<file path="config.mk">
export PLATFORM = sky130hd
export DESIGN_NAME = round_robin_merge
export DESIGN_NICKNAME = d
export VERILOG_FILES = /design/src/rtl/round_robin_merge_pkg.sv /design/src/rtl/round_robin_merge_rr_pick.sv /design/src/rtl/round_robin_merge.sv
export SDC_FILE = /design/constraint.sdc
export NUM_CORES = 1
export LEC_CHECK = 0
export CORE_ASPECT_RATIO = 0.75
export CORE_MARGIN = 2
export CORE_UTILIZATION = 30
export CTS_CLUSTER_DIAMETER = 200
export CTS_CLUSTER_SIZE = 12
export DETAILED_ROUTE_END_ITERATION = 12
export GPL_ROUTABILITY_DRIVEN = 1
export PLACE_DENSITY_LB_ADDON = 0.2
export SLEW_MARGIN = 20
export SYNTH_ARGS = -nofsm -noshare
export SYNTH_HDL_FRONTEND = slang
export SYNTH_SLANG_ARGS = --single-unit
</file>
<file path="constraint.sdc">
create_clock -name i_clk -period 5.6 [get_ports i_clk]
set_input_delay 1.12 -clock i_clk [delete_from_list [all_inputs] [get_ports i_clk]]
set_output_delay 1.12 -clock i_clk [all_outputs]
set_load 0.02 [all_outputs]
</file>
<file path="src/rtl/round_robin_merge_pkg.sv">
// Shared helpers for the round-robin merge: modular index arithmetic used by
// both the arbiter search and the pointer update.
package round_robin_merge_pkg;

    // (base + off) mod n, assuming base < n and off < n.
    function automatic int wrap_add(input int base, input int off, input int n);
        int sum;
        sum = base + off;
        return (sum >= n) ? sum - n : sum;
    endfunction

    function automatic int next_index(input int idx, input int n);
        return wrap_add(idx, 1, n);
    endfunction

endpackage

</file>
<file path="src/rtl/round_robin_merge_rr_pick.sv">
// Rotate-priority search: first set request at or after ptr, wrapping at N.
// Purely combinational so the merge's acks depend only on rdys and ptr.
module rr_pick
    import round_robin_merge_pkg::*;
#(
    parameter  int N  = 4,
    localparam int IW = $clog2(N)
) (
    input  logic [N-1:0]  req,
    input  logic [IW-1:0] ptr,
    output logic [IW-1:0] grant,
    output logic          any
);

    logic [N-1:0]  rot;
    logic [IW-1:0] offset;

    // rot[k] is the request k positions after ptr, so bit 0 has top priority.
    genvar gi;
    generate
        for (gi = 0; gi < N; gi++) begin : g_rot
            assign rot[gi] = req[IW'(wrap_add(int'(ptr), gi, N))];
        end
    endgenerate

    always_comb begin
        offset = '0;
        for (int k = N - 1; k >= 0; k--) begin
            if (rot[k]) begin
                offset = IW'(k);
            end
        end
    end

    assign any   = |req;
    assign grant = IW'(wrap_add(int'(ptr), int'(offset), N));

endmodule

</file>
<file path="src/rtl/round_robin_merge.sv">
// N-to-1 rdy/ack merge with round-robin arbitration feeding a single
// registered output stage.
module round_robin_merge
    import round_robin_merge_pkg::*;
#(
    parameter  int N  = 4,
    parameter  int DW = 32,
    localparam int IW = $clog2(N)
) (
    input  logic            i_clk,
    input  logic            i_rst,
    input  logic [N-1:0]    src_rdys,
    output logic [N-1:0]    src_acks,
    input  logic [N*DW-1:0] src_datas,
    output logic            dst_rdy,
    input  logic            dst_ack,
    output logic [DW-1:0]   dst_data,
    output logic [IW-1:0]   dst_id
);

    logic [IW-1:0] ptr_reg;
    logic [IW-1:0] ptr_next;
    logic          dst_rdy_reg;
    logic [DW-1:0] dst_data_reg;
    logic [IW-1:0] dst_id_reg;

    logic [IW-1:0] grant;
    logic          any;
    logic          can_take;
    logic          take;
    logic [DW-1:0] src_words [N];
    logic [DW-1:0] data_sel;

    rr_pick #(
        .N (N)
    ) u_pick (
        .req   (src_rdys),
        .ptr   (ptr_reg),
        .grant (grant),
        .any   (any)
    );

    assign can_take = !dst_rdy_reg || dst_ack;
    // Nothing is accepted while reset is held, so no source loses a beat to it.
    assign take     = can_take && any && !i_rst;
    assign ptr_next = IW'(next_index(int'(grant), N));

    genvar gi;
    generate
        for (gi = 0; gi < N; gi++) begin : g_src
            assign src_words[gi] = src_datas[gi*DW +: DW];
            assign src_acks[gi]  = take && (grant == IW'(gi));
        end
    endgenerate

    assign data_sel = src_words[grant];

    always_ff @(posedge i_clk or posedge i_rst) begin
        if (i_rst) begin
            ptr_reg      <= '0;
            dst_rdy_reg  <= 1'b0;
            dst_data_reg <= '0;
            dst_id_reg   <= '0;
        end else if (can_take) begin
            if (take) begin
                ptr_reg      <= ptr_next;
                dst_rdy_reg  <= 1'b1;
                dst_data_reg <= data_sel;
                dst_id_reg   <= grant;
            end else begin
                // Idle drain: keep ptr and last payload/id for observability.
                dst_rdy_reg  <= 1'b0;
            end
        end
    end

    assign dst_rdy  = dst_rdy_reg;
    assign dst_data = dst_data_reg;
    assign dst_id   = dst_id_reg;

endmodule

</file>
==> flow_summary.toml, run 1 <==
[synth]
synth_seq_cells = 37
synth_top_cells_by_area = "dfrtp_1, mux2i_1, mux2_4, nand2_1, o21ai_1"
ys.flop_type = "dfrtp_1"
synth_enable_flop_cells = 0
async_flop_share_pct = 100
yosys_warnings = 0
seq_area_frac_synth_pct = 32.9
syn_nets = 411
netlist_instances = 274
syn_area_mm2 = 0.00282
synth_cell_type_count = 43
yosysTopAreaCell = "dfrtp_1"
syn_area_per_cell_um2 = 10.3
synth_top_area_share_pct = 32.9

[global_route]
grt_pass1_vias = 2533
gr-max-usage-layer = "met2"
gr-usage-all-layers_pct = 15.4
grtUsageMet2_pct = 27.0
antenna_found_initial = 0
use_met3_pct = 4.91
grt_pass1_wl_um = 12400
grt.met1_usage_pct = 18.6
grt_max_degree = 70
gr-total-overflow = 0

[route]
ant_nets = 0
avgViaCountPerCell = 4.55
drt_wl_total_um = 8030
num_vias = 2564
drc = 0
avgRoutedWirePerCell_um = 14.3
drt_iter0_drc = 79
firstDrtPassIters = 5

[sta]
skew_ns = 0.00348
period_minus_slack_ns = 5.26
rsz0062_at_grt = "false"
maxSlewViolCount = 0
fin_setup_tns_ns = 0
whs_ns = 0.471
slew_headroom_pct = 52.2
finalHoldViolCount = 0
setup_viol = 0
fin_crit_sh_pct = 93.9
max_freq_mhz = 190
worst_pin_slew_ns = 0.717

[clock_network]
cts_resized = 0
cts_buffer_depth = 2
clock_latency_ns = 0.27
cts_tree = "done"
clkSinkCount = 37
clkTransAtPathRegs_ns = 0.05
cts_hold_buf = 0
h-tree-depth = 2
cts_root_buffer = "clkbuf_16"
cts_made_buffers = 5
postCtsSetupRepairBufs = 0

[setup_path]
cp_data_required_time_ns = 4.48
slowest_delay_ns = 0.67
start_kind = "primary input"
slowest_stage = "clkdlybuf4s50_1"
crit_arrival_ns = 4.14
worstPathMaxFanout = 17
crit_family = "buffers and inverters"
cp_num_buf_inv = 2
crit_top_cell = "clkdlybuf4s50_1"
crit_type = "primary input to primary output"
crit_path_end_kind = "primary output"
path_cells = "clkdlybuf4s50_1 > nor3_1 > a311oi_1 > o221ai_1 > ha_4 > xnor2_4 > nor3b_1 > clkdlybuf4s50_1"

[layout]
largest_reg_flops = 32
diodes = 0
fin_cells = 563
nets = 572
syn2layout_area_growth_pct = 69.2
drive_gt1_share_pct = 12.0

[floorplanning]
rows = 30
dieArea_mm2 = 0.0102
core_area_mm2 = 0.00908
dieHeight_um = 87.9
io-pin-count = 174
die_w_um = 116
start_util_pct = 31.0

[placed_design]
port_buffers = 173
gp_congestion = 0.834
hpwl_um = 6150
dp.cells = 556

[power_and_ir_drop]
max-vdd-ir-drop_mv = 0.260
leakage_uw = 0.00209
pwr_density_cell_mw_per_mm2 = 611

[status]
outcome = "finished clean"

[worst_hold_path]
hold_path_class = "flip-flop to flip-flop"

[flow_run]
maxCapViolCount = 0
-- through the flow --
stage	setup slack (ns)	util, %	power, uW	cell area (um2)
2_1_floorplan	1.32	-	2120	2820
3_3_place_gp	0.468	50.9	2640	4620
3_5_place_dp	0.365	50.9	2670	4620
4_1_cts	0.354	52.5	2960	4760
5_1_grt	0.140	52.5	3130	4760
6_report	0.343	52.5	2910	4760
-- synth_stat cells (2+ instances only) --
cell type and number:
nor2_1 6, ha_1 2, nor3_1 4, o21ai_1 22
mux2_2 7, mux2_4 25, o21ai_0 9, buf_6 4
inv_1 5, buf_2 6, buf_4 2, dfrtp_1 37
o21ai_2 3, clkbuf_1 10, nand2_1 40, nor3b_1 2
mux2i_1 64
-- worst register-to-register path, cell delays in order, from the launching register on --
cell and delay, ns:
dfrtp_1 0.62, nor3_1 0.13, a311oi_1 0.28, o221ai_1 0.24
ha_4 0.58, buf_4 0.66, mux4_2 0.63, mux2_2 0.27
-- final timing paths --
path                             start            to  slack (ns)  cells past startpoint
setup / recovery           src_rdys[0]   src_acks[0]        0.34                      8
hold / removal               dst_id[0]     dst_id[0]        0.47                      2
setup reg to reg            ptr_reg[0]  dst_data[23]        2.08                      7
hold reg to reg              dst_id[0]     dst_id[0]        0.47                      2
max in group asynchronous        i_rst   dst_data[5]        3.94                      3
min in group asynchronous        i_rst  dst_data[18]        1.31                      3
-- cell type report --
cell class | instances | area [um2]
inverter | 5 | 18.8
clock buffer | 7 | 143
sequential | 37 | 926
tap | 128 | 160
timing repair buffer | 177 | 1760
multi-input combinational | 209 | 1760
fill | 866 | 4320
-- report_power, final --
| group | internal, uW | switching, uW |
|---|---|---|
| clock network | 175 | 98.1 |
| registers | 397 | 85.9 |
| logic | 1190 | 965 |
-- cells in the final DEF (no fill, tap or decap), drive strengths merged, types with 6 or more instances in the layout --
cell / netlist / final
clkdlybuf4s50: 0 / 173
mux2: 32 / 32
dfrtp: 37 / 37
clkbuf: 10 / 7
nand2: 40 / 40
nor2: 6 / 6
o21ai: 34 / 34
mux2i: 64 / 64
-- per-layer routing --
layer / up-vias / share of wire (%)
li1: 1301 / -
met1: 1154 / 42
met2: 107 / 48
met3: 2 / 10
met4: 0 / 0.37
met5: - / 0
-- kinds of logic after synthesis --
| group | count (synthesis) | share of synthesized area (%) |
|---|---|---|
| AO/OA/AOI/OAI | 48 | 10.7 |
| adder cells (fa/ha/maj) | 2 | 0.888 |
| flip-flops | 37 | 32.9 |
| XOR/XNOR | 2 | 1.29 |
| buffers and inverters | 28 | 5.33 |
| multiplexers | 97 | 39.7 |
| AND/OR/NAND/NOR | 60 | 9.29 |
Note: power is estimated with default switching activity, not from simulation.
==> run 2, diff against run 1 <==
--- a/config.mk
+++ b/config.mk
@@ -5,6 +5,7 @@
 export SDC_FILE = /design/constraint.sdc
 export NUM_CORES = 1
 export LEC_CHECK = 0
+export ABC_AREA = 1
 export CORE_ASPECT_RATIO = 0.75
 export CORE_MARGIN = 2
 export CORE_UTILIZATION = 30
==> constraint.sdc (replaced) <==
create_clock -name i_clk -period 5.65 [get_ports i_clk]
set_input_delay 1.13 -clock i_clk [delete_from_list [all_inputs] [get_ports i_clk]]
set_output_delay 1.13 -clock i_clk [all_outputs]
set_load 0.02 [all_outputs]
==> run 2 against run 1 <==
Compared with the run above:
- via count rose by 19%
- power rose by 11%
- area after synthesis fell by 0.18%
- die area fell by 0.17%
- sequential share of layout area barely moved
- routed wire length rose by 18%
- sequential cell count did not move
- first-iteration DRC count rose by 86%
- global-route usage rose by 2.8 points
- design area barely moved
- synthesized cell count rose by 33%
- setup slack improved by 0.34 ns
- critical path type unchanged
==> flow_summary.toml, run 2 <==
[synth]
yosys.area_share.simple_pct = 34.1
syn_nets = 502
synthMuxAreaShare_pct = 22.8
netlist_instances = 365
synth_seq_cells = 37
synth.top_cells.by_count = "nand2_1, nand3_1, mux2i_1, dfrtp_1, inv_1"
synth_fa_ha_area_share_pct = 0.890
async_flop_share_pct = 100
syn_area_mm2 = 0.00281
yosys_warnings = 0
synth_cell_type_count = 24
synth-xor-area-share_pct = 0.979
ys.flop_type = "dfrtp_1"
synth_compound_area_share_pct = 0.757
syn_area_per_cell_um2 = 7.70
synth_enable_flop_cells = 0
synth_top_cells_by_area = "dfrtp_1, mux2i_1, nand2_1, nand3_1, buf_2"
synth_top_family_by_area = "simple AND/OR/NAND/NOR gates"
seq_area_frac_synth_pct = 32.9
yosysTopAreaCell = "dfrtp_1"
synth_top_area_share_pct = 32.9
yosysMostFrequentCell = "nand2_1"

[placed_design]
dpl_worst_slack_ns = 0.679
dp.cells = 648
port_buffers = 173
gp_congestion = 0.778
placed_area_mm2 = 0.00463
hpwl_um = 7150

[layout]
seqCellArea_um2 = 926
largest_reg_flops = 32
stdcell_area_mm2 = 0.00477
multi_input_area_mm2 = 0.00169
syn2layout_area_growth_pct = 69.5
fillCellCount = 919
fin_cells = 657
mostFrequentLayoutCell = "clkdlybuf4s50_1"
drive_gt1_share_pct = 5.49
layout_common_cells = "clkdlybuf4s50_1, nand2_1, nand3_1, mux2i_1, dfrtp_1"
nets = 664
postLayoutCoreUtil_pct = 52.5

[floorplanning]
core_area_mm2 = 0.00908
dieArea_mm2 = 0.0102
start_util_pct = 31.0
rows = 30
die_w_um = 116
dieHeight_um = 87.8
io-pin-count = 174

[route]
avgViaCountPerCell = 4.64
firstDrtPassIters = 4
ant_nets = 0
avgRoutedWirePerCell_um = 14.5
drc = 0
drt_wl_total_um = 9500
drt_iter0_drc = 147
num_vias = 3046

[clock_network]
cts_tree = "done"
clkTransAtPathRegs_ns = 0.05
cts_hold_buf = 0
h-tree-depth = 2
cts_buffer_depth = 2
clkSinkCount = 37
postCtsSetupRepairBufs = 0
clock_latency_ns = 0.27
cts_root_buffer = "clkbuf_16"
cts_made_buffers = 5
cts_resized = 0

[power_and_ir_drop]
p_seq_share_pct = 15.2
leakage_uw = 0.00230
pwr_density_cell_mw_per_mm2 = 676
pwr-share-clk_pct = 8.1
intPower_uw = 1620
max-vdd-ir-drop_mv = 0.354
comb_power_share_pct = 76.7
switching_power_uw = 1600
switching_share_pct = 49.6

[worst_hold_path]
holdPathStages = 2
hold_path_class = "flip-flop to flip-flop"

[sta]
slew_headroom_pct = 32.3
fin_ws_ns = 0.683
max_freq_mhz = 201
rsz0062_at_grt = "false"
finalHoldViolCount = 0
fin_setup_tns_ns = 0
setup_viol = 0
period_minus_slack_ns = 4.97
worst_pin_slew_ns = 1.01
skew_ns = 0.00472
maxSlewViolCount = 0
fin_crit_sh_pct = 87.9

[setup_path]
start_kind = "primary input"
reg2reg_depth = 14
crit_path_end_kind = "primary output"
crit_top_cell = "nand2_1"
slowest_stage = "clkdlybuf4s50_1"
cp_data_required_time_ns = 4.52
cp_num_buf_inv = 5
slowest_delay_ns = 0.65
cp.depth = 16
rrSetupSlack_ns = 2.25
crit_type = "primary input to primary output"
crit_family = "buffers and inverters"
worstPathMaxFanout = 17
crit_arrival_ns = 3.84
path_cells = "clkdlybuf4s50_1 > inv_1 > nand2_1 > nand2_1 > nand2_1 > nand2_1 > a31oi_1 > nor2_1 > ha_4 > xor2_4 > inv_1 > nand3_4 > nand2_4 > inv_1 > nor3_1 > clkdlybuf4s50_1"

[status]
outcome = "finished clean"

[global_route]
grt_max_degree = 38
grt_pass1_vias = 2973
gr-total-overflow = 0
gr-usage-all-layers_pct = 18.2
antenna_found_initial = 1
grt_pass1_wl_um = 14500

[flow_run]
maxCapViolCount = 0
## run 2: changes by cell type in the layout (fill, tap and decap cells not counted), sizes merged, moves of 2 or more
cell and delta:
mux2 -32, or2 -2, o21ai -33, buf +3, o21bai -2, nand2 +99, nor3 -2, nor3b -2
inv +10, nand3 +68
## run 2: per-stage QoR
| step | hold WS [ns] | total power [uW] |
|---|---|---|
| 2_1_floorplan | 0.591 | 2320 |
| 3_3_place_gp | 0.462 | 2960 |
| 3_5_place_dp | 0.464 | 2980 |
| 4_1_cts | 0.479 | 3260 |
| 5_1_grt | 0.499 | 3490 |
| 6_report | 0.475 | 3220 |
## run 2: worst paths after layout
path	from	end
worst max-delay path	src_rdys[1]	src_acks[3]
worst min-delay path	dst_data[30]	dst_data[30]
worst max register to register	ptr_reg[0]	dst_data[2]
worst min register to register	dst_data[30]	dst_data[30]
max in group asynchronous	i_rst	dst_data[9]
min in group asynchronous	i_rst	dst_data[18]
## run 2: cell families (layout without fill, tap and decap cells)
| family | count (synthesis) | in the layout |
|---|---|---|
| xor+xnor | 1 | 1 |
| fa+ha+maj | 2 | 2 |
| simple gates | 216 | 216 |
| mux | 64 | 64 |
| compound gates | 4 | 4 |
| other cells | 0 | 1 |
| flops | 37 | 37 |
| buf+inv | 41 | 204 |
## run 2: metal layers
layer	part of all wire [%]	vias to the layer above	routed length [um]	GRT usage (%)
met3	9.6	4	913	5.61
met1	45	1389	4280	22.7
met4	0.64	0	61	4.55
met2	45	114	4240	30.9
met5	0	-	0	0
li1	-	1539	-	-
## run 2: power groups by stage
stage	sequential, uW	combinational (uW)	clock [uW]
4_1_cts	491	2500	269
5_1_grt	511	2700	282
6_report	490	2470	262
3_3_place_gp	489	2470	0
3_5_place_dp	494	2490	0
2_1_floorplan	621	1700	0
## run 2: cell type report
class / count / area share [%]
Tap cell: 128 / 3.36
Clock buffer: 8 / 2.86
Antenna cell: 1 / 0.0525
Sequential cell: 37 / 19.4
Multi-Input combinational cell: 287 / 35.5
Inverter: 16 / 1.37
Timing Repair Buffer: 180 / 37.4
## run 2: worst reg2reg max path: cells and delay by family (launching register included)
family | cells | cell delay [ns]
buf+inv | 3 | 1.10
flops | 1 | 0.65
mux | 1 | 0.36
fa+ha+maj | 1 | 0.28
compound gates | 1 | 0.15
simple gates | 8 | 0.75
==> run 3, diff against run 2 <==
==> constraint.sdc (replaced) <==
create_clock -name i_clk -period 5.65 [get_ports i_clk]
set_input_delay 0.8475 -clock i_clk [delete_from_list [all_inputs] [get_ports i_clk]]
set_output_delay 0.8475 -clock i_clk [all_outputs]
set_load 0.02 [all_outputs]
==> run 3 against run 2 <==
Compared with the run above:
- register-to-register slack gained 0.17 ns
- global-route usage shrank 0.21 points
- routed wire length shrank 0.22%
- first-iteration DRC count grew 1.4%
- largest cell class unchanged
- final cell count shrank 0.76%
- power shrank 1.7%
==> flow_summary.toml, run 3 (synthesis gave the netlist of run 2 again) <==
[route]
avgRoutedWirePerCell_um = 14.5
drt_iter0_drc = 149
firstDrtPassIters = 5
drt_wl_total_um = 9480
drc = 0
avgViaCountPerCell = 4.67
ant_nets = 0
num_vias = 3046

[global_route]
gr-total-overflow = 0
grt_max_degree = 38
gr-usage-all-layers_pct = 18.0
antenna_found_initial = 0
grt_pass1_wl_um = 14500
grt_pass1_vias = 2888

[worst_hold_path]
hold_path_class = "flip-flop to flip-flop"

[setup_path]
cp_data_required_time_ns = 4.80
crit_type = "primary input to primary output"
start_kind = "primary input"
crit_arrival_ns = 4.14
crit_path_end_kind = "primary output"
worstPathMaxFanout = 35

[clock_network]
clkSinkCount = 37
clock_latency_ns = 0.27
cts_resized = 0
h-tree-depth = 2
cts_hold_buf = 0
postCtsSetupRepairBufs = 0
cts_tree = "done"
cts_buffer_depth = 2
cts_root_buffer = "clkbuf_16"
cts_made_buffers = 5
clkTransAtPathRegs_ns = 0.05

[placed_design]
placed_area_mm2 = 0.00460
gp_congestion = 0.766
hpwl_um = 7010
port_buffers = 173

[layout]
seqCellArea_um2 = 926
multi_input_area_mm2 = 0.00169
fillCellCount = 906
mostFrequentLayoutCell = "clkdlybuf4s50_1"
stdcell_area_mm2 = 0.00473
diodes = 0
syn2layout_area_growth_pct = 68.4
postLayoutCoreUtil_pct = 52.1
nets = 660
drive_gt1_share_pct = 4.77
layout_common_cells = "clkdlybuf4s50_1, nand2_1, nand3_1, mux2i_1, dfrtp_1"
largest_reg_flops = 32

[power_and_ir_drop]
leakage_uw = 0.00228
max-vdd-ir-drop_mv = 0.373
pwr_density_cell_mw_per_mm2 = 670

[floorplanning]
dieArea_mm2 = 0.0102
rows = 30
io-pin-count = 174
start_util_pct = 31.0
core_area_mm2 = 0.00908
dieHeight_um = 87.8
die_w_um = 116

[sta]
setup_viol = 0
fin_crit_sh_pct = 88.3
skew_ns = 0.00284
rsz0062_at_grt = "false"
worst_pin_slew_ns = 1.02
fin_setup_tns_ns = 0
maxSlewViolCount = 0
period_minus_slack_ns = 4.99
slew_headroom_pct = 31.7
max_freq_mhz = 200
finalHoldViolCount = 0

[status]
outcome = "finished clean"

[flow_run]
maxCapViolCount = 0
==> run 3: cell count changes in the layout (fill, tap and decap cells not counted) <==
cell and change:
buf_4 -4, clkinv_1 -1, diode_2 -1, inv_1 +1
==> run 3: power by group <==
part	internal [uW]	switching, uW
combinational	1030	1380
clock	164	98.9
sequential	401	92.5
==> run 3: final cells by class <==
class	instances	area share, %
timing repair buffer	176	37.1
multi-input combinational	287	35.7
sequential	37	19.6
tap	128	3.38
clock buffer	8	2.88
inverter	16	1.37
==> run 3: worst paths after layout <==
check	from	to	slack, ns	cells after the start
setup / recovery	src_rdys[1]	src_acks[3]	0.66	16
setup reg to reg	ptr_reg[0]	dst_data[4]	2.42	13
max in group asynchronous	i_rst	dst_data[27]	4.24	3
min in group asynchronous	i_rst	dst_data[22]	1.05	3
hold reg to reg	dst_data[31]	dst_data[31]	0.48	2
hold / removal	dst_data[31]	dst_data[31]	0.48	2
==> run 3: metal layers <==
layer  wire, um  vias to the layer above  global-route usage, %
li1           -                     1525                      -
met1       4210                     1390                   23.6
met2       4300                      127                   29.8
met3        906                        4                   5.19
met4         58                        0                   3.68
met5          0                        -                      0
==> run 3: critical path, stage by stage <==
cell	delay (ns)
clkdlybuf4s50_1	0.41
inv_1	0.10
nand2_1	0.08
nand2_1	0.10
nand2_1	0.05
nand2_1	0.10
a31oi_1	0.08
nor2_1	0.23
ha_4	0.20
xor2_4	0.07
inv_1	0.11
nand3_4	0.34
nand2_4	0.48
inv_1	0.13
nor3_1	0.16
clkdlybuf4s50_1	0.63
==> run 3: stage by stage <==
step / total power (uW) / cells / setup WS, ns / hold slack, ns
after detailed placement: 2950 / 644 / 0.640 / 0.464
final: 3170 / 652 / 0.659 / 0.476
after global placement: 2910 / 644 / 0.727 / 0.462
after floorplan: 2320 / 365 / 2.02 / 0.591
after global routing: 3460 / 652 / 0.327 / 0.501
after CTS: 3230 / 652 / 0.627 / 0.480
